## config.mk

```make
export PLATFORM = sky130hd
export DESIGN_NAME = std_binary_encoder_serial
export DESIGN_NICKNAME = d
export VERILOG_FILES = /design/src/rtl/std_binary_encoder_serial.sv
export SDC_FILE = /design/constraint.sdc
export NUM_CORES = 1
export LEC_CHECK = 0
export CORE_MARGIN = 4
export CORE_UTILIZATION = 51
export CTS_CLUSTER_DIAMETER = 150
export DETAILED_ROUTE_END_ITERATION = 8
export PLACE_DENSITY = 0.8
export SLEW_MARGIN = 30
export SYNTH_ARGS = -nofsm -noshare
export SYNTH_HDL_FRONTEND = slang
export SYNTH_SLANG_ARGS = --single-unit
```

## constraint.sdc

```tcl
create_clock -name i_clk -period 6.5 [get_ports i_clk]
set_clock_uncertainty 0.2 [all_clocks]
set_input_delay 0.65 -clock i_clk [delete_from_list [all_inputs] [get_ports i_clk]]
set_output_delay 0.65 -clock i_clk [all_outputs]
set_load 0.005 [all_outputs]
```

## src/rtl/std_binary_encoder_serial.sv

```systemverilog
// Serializing binary encoder: accepts a unary (multi-hot) vector and emits
// the binary index of every set bit, lowest first, one index per beat.
module std_binary_encoder_serial #(
  parameter int unsigned BIN_WIDTH = 3,
  localparam int unsigned UNARY_WIDTH = 1 << BIN_WIDTH
) (
  input  logic                   i_clk,
  input  logic                   i_rst,
  input  logic                   i_valid,
  output logic                   o_ready,
  input  logic [UNARY_WIDTH-1:0] i_unary,
  output logic                   o_valid,
  input  logic                   i_ready,
  output logic [BIN_WIDTH-1:0]   o_bin,
  output logic                   o_last,
  output logic                   o_none
);

  typedef enum logic [0:0] {StIdle, StBusy} state_e;

  state_e                 r_state;
  state_e                 w_state_nxt;
  logic [UNARY_WIDTH-1:0] r_pend;
  logic [UNARY_WIDTH-1:0] w_pend_nxt;
  logic                   r_zero_vec;
  logic                   w_zero_vec_nxt;

  logic [BIN_WIDTH-1:0]   w_low_idx;
  logic [UNARY_WIDTH-1:0] w_pend_clr;
  logic                   w_last;

  // Lowest set bit index of the pending vector (0 when nothing is pending).
  always_comb begin
    w_low_idx = '0;
    for (int i = UNARY_WIDTH - 1; i >= 0; i--) begin
      if (r_pend[i]) w_low_idx = BIN_WIDTH'(i);
    end
  end

  // Clearing the lowest set bit; at most one bit pending means this beat is final.
  assign w_pend_clr = r_pend & (r_pend - UNARY_WIDTH'(1));
  assign w_last     = (w_pend_clr == '0);

  // State register with asynchronous active-low reset.
  always_ff @(posedge i_clk or negedge i_rst) begin
    if (!i_rst) begin
      r_state    <= StIdle;
      r_pend     <= '0;
      r_zero_vec <= 1'b0;
    end else begin
      r_state    <= w_state_nxt;
      r_pend     <= w_pend_nxt;
      r_zero_vec <= w_zero_vec_nxt;
    end
  end

  // Next-state and outputs; beat outputs depend only on registered state.
  always_comb begin
    w_state_nxt    = r_state;
    w_pend_nxt     = r_pend;
    w_zero_vec_nxt = r_zero_vec;
    o_ready        = 1'b0;
    o_valid        = 1'b0;
    o_bin          = '0;
    o_last         = 1'b0;
    o_none         = 1'b0;
    unique case (r_state)
      StIdle: begin
        o_ready = 1'b1;
        if (i_valid) begin
          w_state_nxt    = StBusy;
          w_pend_nxt     = i_unary;
          w_zero_vec_nxt = (i_unary == '0);
        end
      end
      StBusy: begin
        o_valid = 1'b1;
        o_bin   = w_low_idx;
        o_last  = w_last;
        o_none  = r_zero_vec;
        // Ready only when the final beat leaves, so the next vector follows without a bubble.
        o_ready = i_ready & w_last;
        if (i_ready) begin
          if (!w_last) begin
            w_pend_nxt = w_pend_clr;
          end else if (i_valid) begin
            w_pend_nxt     = i_unary;
            w_zero_vec_nxt = (i_unary == '0);
          end else begin
            w_state_nxt    = StIdle;
            w_pend_nxt     = '0;
            w_zero_vec_nxt = 1'b0;
          end
        end
      end
      default: begin
        w_state_nxt = StIdle;
      end
    endcase
  end

endmodule
```

==> run_summary.xml <==
<?xml version="1.0" encoding="UTF-8"?>
<metrics>
  <group name="synthesis">
    <metric name="synth_enable_flop_cells" unit="">0</metric>
    <metric name="yosysSeqAreaShare" unit="%">33.5</metric>
    <metric name="most_area_consuming_cells_after_synthesis" unit="">sky130_fd_sc_hd__dfrtp_1, sky130_fd_sc_hd__a21oi_1, sky130_fd_sc_hd__o21ai_0</metric>
    <metric name="post_synth_instance_area" unit="µm²">747</metric>
    <metric name="post_synth.cell_area_avg" unit="µm²">8.69</metric>
    <metric name="synth_warnings" unit="">0</metric>
    <metric name="yosysMostFrequentCell" unit="">sky130_fd_sc_hd__dfrtp_1</metric>
    <metric name="synth_top_cell_area_share" unit="%">33.5</metric>
    <metric name="ffs_w_async_s_r_synth" unit="%">100</metric>
    <metric name="synth_top_area_cell" unit="">sky130_fd_sc_hd__dfrtp_1</metric>
    <metric name="synthesis.nets" unit="">98</metric>
    <metric name="ys_ff_latch" unit="">10</metric>
    <metric name="synthFlopType" unit="">sky130_fd_sc_hd__dfrtp_1</metric>
    <metric name="synthCells" unit="">86</metric>
    <metric name="ys_top_cells_by_count" unit="">sky130_fd_sc_hd__dfrtp_1, sky130_fd_sc_hd__inv_1, sky130_fd_sc_hd__a21oi_1, sky130_fd_sc_hd__o21ai_0, sky130_fd_sc_hd__nor2_1</metric>
    <metric name="synth_cell_type_count" unit="">33</metric>
  </group>
  <group name="die">
    <metric name="die-area" unit="µm²">2140</metric>
    <metric name="dieWidth" unit="µm">46.3</metric>
    <metric name="floorplan.rows" unit="">13</metric>
    <metric name="floorplan.die.height" unit="µm">46.3</metric>
    <metric name="io-pin-count" unit="">19</metric>
    <metric name="core_region" unit="µm²">1330</metric>
    <metric name="start_util" unit="%">56.0</metric>
  </group>
  <group name="power_and_ir_drop">
    <metric name="ir_drop" unit="µV">320</metric>
    <metric name="p_leak" unit="nW">0.390</metric>
    <metric name="pwr_density_cell" unit="nW/µm²">533</metric>
  </group>
  <group name="clock_network">
    <metric name="postCtsHoldBufs" unit="">0</metric>
    <metric name="cts_max_path_buffers" unit="">2</metric>
    <metric name="clkSlewWorstSetupHoldPaths" unit="ns">0.07</metric>
    <metric name="inserted_clock_buffers" unit="">3</metric>
    <metric name="clock_latency" unit="ns">0.27</metric>
    <metric name="cts_max_level" unit="">1</metric>
    <metric name="cts-resized-gates" unit="">0</metric>
    <metric name="cts_tree" unit="">yes</metric>
    <metric name="clock_sinks" unit="">10</metric>
    <metric name="cts_setup_buffers" unit="">0</metric>
    <metric name="clk_root_buffer_cell" unit="">sky130_fd_sc_hd__clkbuf_4</metric>
  </group>
  <group name="timing">
    <metric name="setup_violations" unit="">0</metric>
    <metric name="final_critical_path_setup_slack" unit="ns">2.86</metric>
    <metric name="final_min_period_over_clock_period" unit="%">56.0</metric>
    <metric name="maxClockFrequency" unit="MHz">274</metric>
    <metric name="timing.final.hold_violations" unit="">0</metric>
    <metric name="slew_viol_final" unit="">0</metric>
    <metric name="timing.setup.tns" unit="ns">0</metric>
    <metric name="grt_setup_unrepaired" unit="">no</metric>
    <metric name="max_slew.worst_pin.slew" unit="ns">0.903</metric>
    <metric name="timing.slew.headroom" unit="%">39.2</metric>
    <metric name="finalWorstPathRequiredPeriod" unit="ns">3.64</metric>
  </group>
  <group name="global_routing">
    <metric name="global_route.overflow_total" unit="">0</metric>
    <metric name="largest_net_degree_at_the_start_of_global_routing" unit="">13</metric>
    <metric name="vias_in_the_first_global_route" unit="">719</metric>
    <metric name="antenna_violations_before_repair" unit="">0</metric>
    <metric name="global_route_wire_length_before_repair" unit="mm">3.35</metric>
    <metric name="groute.usage.overall" unit="%">22.1</metric>
  </group>
  <group name="critical_path">
    <metric name="cell_by_cell_listing_of_the_critical_path" unit="">nor4_1 &gt; a22oi_1 &gt; a21oi_1 &gt; nand2b_1 &gt; clkdlybuf4s50_1</metric>
    <metric name="critical_path.top_delay_family" unit="">simple AND/OR/NAND/NOR gates</metric>
    <metric name="crit_buf_inv" unit="">1</metric>
    <metric name="cp_slowest_cell" unit="">sky130_fd_sc_hd__nor4_1</metric>
    <metric name="worstSetupEndpointType" unit="">output port</metric>
    <metric name="type_of_the_worst_setup_path" unit="">register to output port</metric>
    <metric name="worst_ep_arrival_time" unit="ns">2.79</metric>
    <metric name="worst_path_largest_cell_delay" unit="ns">0.81</metric>
    <metric name="crit_path_max_fanout" unit="">8</metric>
    <metric name="worst-endpoint-required" unit="ns">5.65</metric>
    <metric name="crit_path_start_kind" unit="">register</metric>
  </group>
  <group name="placed_design">
    <metric name="gpl.final_weighted_congestion" unit="">0.865</metric>
    <metric name="postPlaceCellArea" unit="µm²">903</metric>
    <metric name="post-place-cells" unit="">114</metric>
    <metric name="buffer_ports.inserted" unit="">18</metric>
    <metric name="estimated_wirelength_of_the_detail_placed_design" unit="mm">1.55</metric>
    <metric name="preCtsSetupSlack" unit="ns">3.19</metric>
  </group>
  <group name="routing">
    <metric name="final_wirelength" unit="mm">1.96</metric>
    <metric name="detailed_route_wirelength_on_metal3" unit="µm">149</metric>
    <metric name="topRoutingLayerUsed" unit="">met4</metric>
    <metric name="vias_per_cell" unit="">6.43</metric>
    <metric name="drtAntennaViolNets" unit="">0</metric>
    <metric name="wl_per_cell" unit="µm">16.6</metric>
    <metric name="via_count" unit="">759</metric>
    <metric name="dr.first_iter.drc_count" unit="">44</metric>
    <metric name="drt_first_pass_iters" unit="">4</metric>
    <metric name="met2WireLength" unit="µm">891</metric>
    <metric name="route.detailed.drc" unit="">0</metric>
    <metric name="drt-met1-wl" unit="µm">875</metric>
  </group>
  <group name="final_layout">
    <metric name="synthToLayoutAreaGrowth" unit="%">25.8</metric>
    <metric name="share_of_layout_cells_above_drive_strength_1" unit="%">6.80</metric>
    <metric name="layout.nets" unit="">116</metric>
    <metric name="post-route-util" unit="%">70.5</metric>
    <metric name="ant_diodes" unit="">0</metric>
    <metric name="final.fill_count" unit="">110</metric>
    <metric name="final_cell_area" unit="µm²">940</metric>
    <metric name="layout.cells.non_filler" unit="">118</metric>
  </group>
  <group name="run_status">
    <metric name="run_status" unit="">finished, final reports clean</metric>
  </group>
  <group name="worst_hold_path">
    <metric name="timing.hold.worst.class" unit="">register to register</metric>
  </group>
  <group name="job">
    <metric name="drv_cap" unit="">0</metric>
  </group>
</metrics>
flip-flops by register name, summed over array words and instances (netlist names):
register / flops
r_pend: 8
r_zero_vec: 1
r_state: 1
placed cells by master, fill, tap and decap left out, types with 2 or more instances in the layout:
master and count:
sky130_fd_sc_hd__nand2b_1 2, sky130_fd_sc_hd__a22o_1 3, sky130_fd_sc_hd__o21ai_1 3, sky130_fd_sc_hd__nor3_1 4, sky130_fd_sc_hd__nand2_1 3, sky130_fd_sc_hd__o21ai_0 7
sky130_fd_sc_hd__a21oi_1 7, sky130_fd_sc_hd__a211oi_1 4, sky130_fd_sc_hd__o21bai_1 2, sky130_fd_sc_hd__nor2_1 5, sky130_fd_sc_hd__o2bb2ai_1 2, sky130_fd_sc_hd__clkdlybuf4s50_1 18
sky130_fd_sc_hd__o211ai_1 2, sky130_fd_sc_hd__nor4_1 3, sky130_fd_sc_hd__dfrtp_1 10, sky130_fd_sc_hd__clkbuf_4 3, sky130_fd_sc_hd__inv_1 9
kinds of logic after synthesis:
logic type	Yosys count	synth area share, %
AO/OA/AOI/OAI	40	39.9
adder cells (fa/ha/maj)	1	1.34
buffers and inverters	14	10.2
flip-flops	10	33.5
AND/OR/NAND/NOR	21	15.1
final timing paths:
check	cells past startpoint	endpoint	start	slack [ns]
max in group asynchronous	1	r_pend[6]	i_rst	5.30
hold reg to reg	2	r_zero_vec	r_zero_vec	0.40
setup / recovery	5	o_ready	r_pend[3]	2.86
min in group asynchronous	1	r_pend[7]	i_rst	0.49
setup reg to reg	4	r_state	r_pend[3]	4.13
hold / removal	2	r_zero_vec	r_zero_vec	0.40
tightest hold or removal path, cell delays in order (launching register included):
cell and delay [ns]:
sky130_fd_sc_hd__dfrtp_1 0.37, sky130_fd_sc_hd__nand2_1 0.09, sky130_fd_sc_hd__o211ai_1 0.09
stage by stage:
| step | hold slack, ns | power [mW] |
|---|---|---|
| after floorplan | 0.154 | 0.332 |
| after global placement | 0.408 | 0.434 |
| after detailed placement | 0.402 | 0.442 |
| after CTS | 0.413 | 0.498 |
| after global routing | 0.435 | 0.544 |
| final | 0.404 | 0.501 |
layout make-up:
class,instances,area (µm²),share of cell area (%)
Inverter,9,33.8,3.60
Multi-Input combinational cell,62,420,44.7
Sequential cell,10,250,26.6
Clock buffer,4,36.3,3.86
Tap cell,15,18.8,2.00
Timing Repair Buffer,18,180,19.2
where the power goes:
part	switching [mW]	internal, mW
registers	0.0567	0.0866
logic	0.145	0.158
clock network	0.0211	0.0340
routing by layer:
layer / global-route usage, % / vias up
met5: 0 / -
met4: 10.8 / 0
met3: 5.08 / 6
met2: 32.4 / 43
met1: 30.2 / 349
li1: - / 361
No activity file was read; power rests on OpenSTA's default activity.
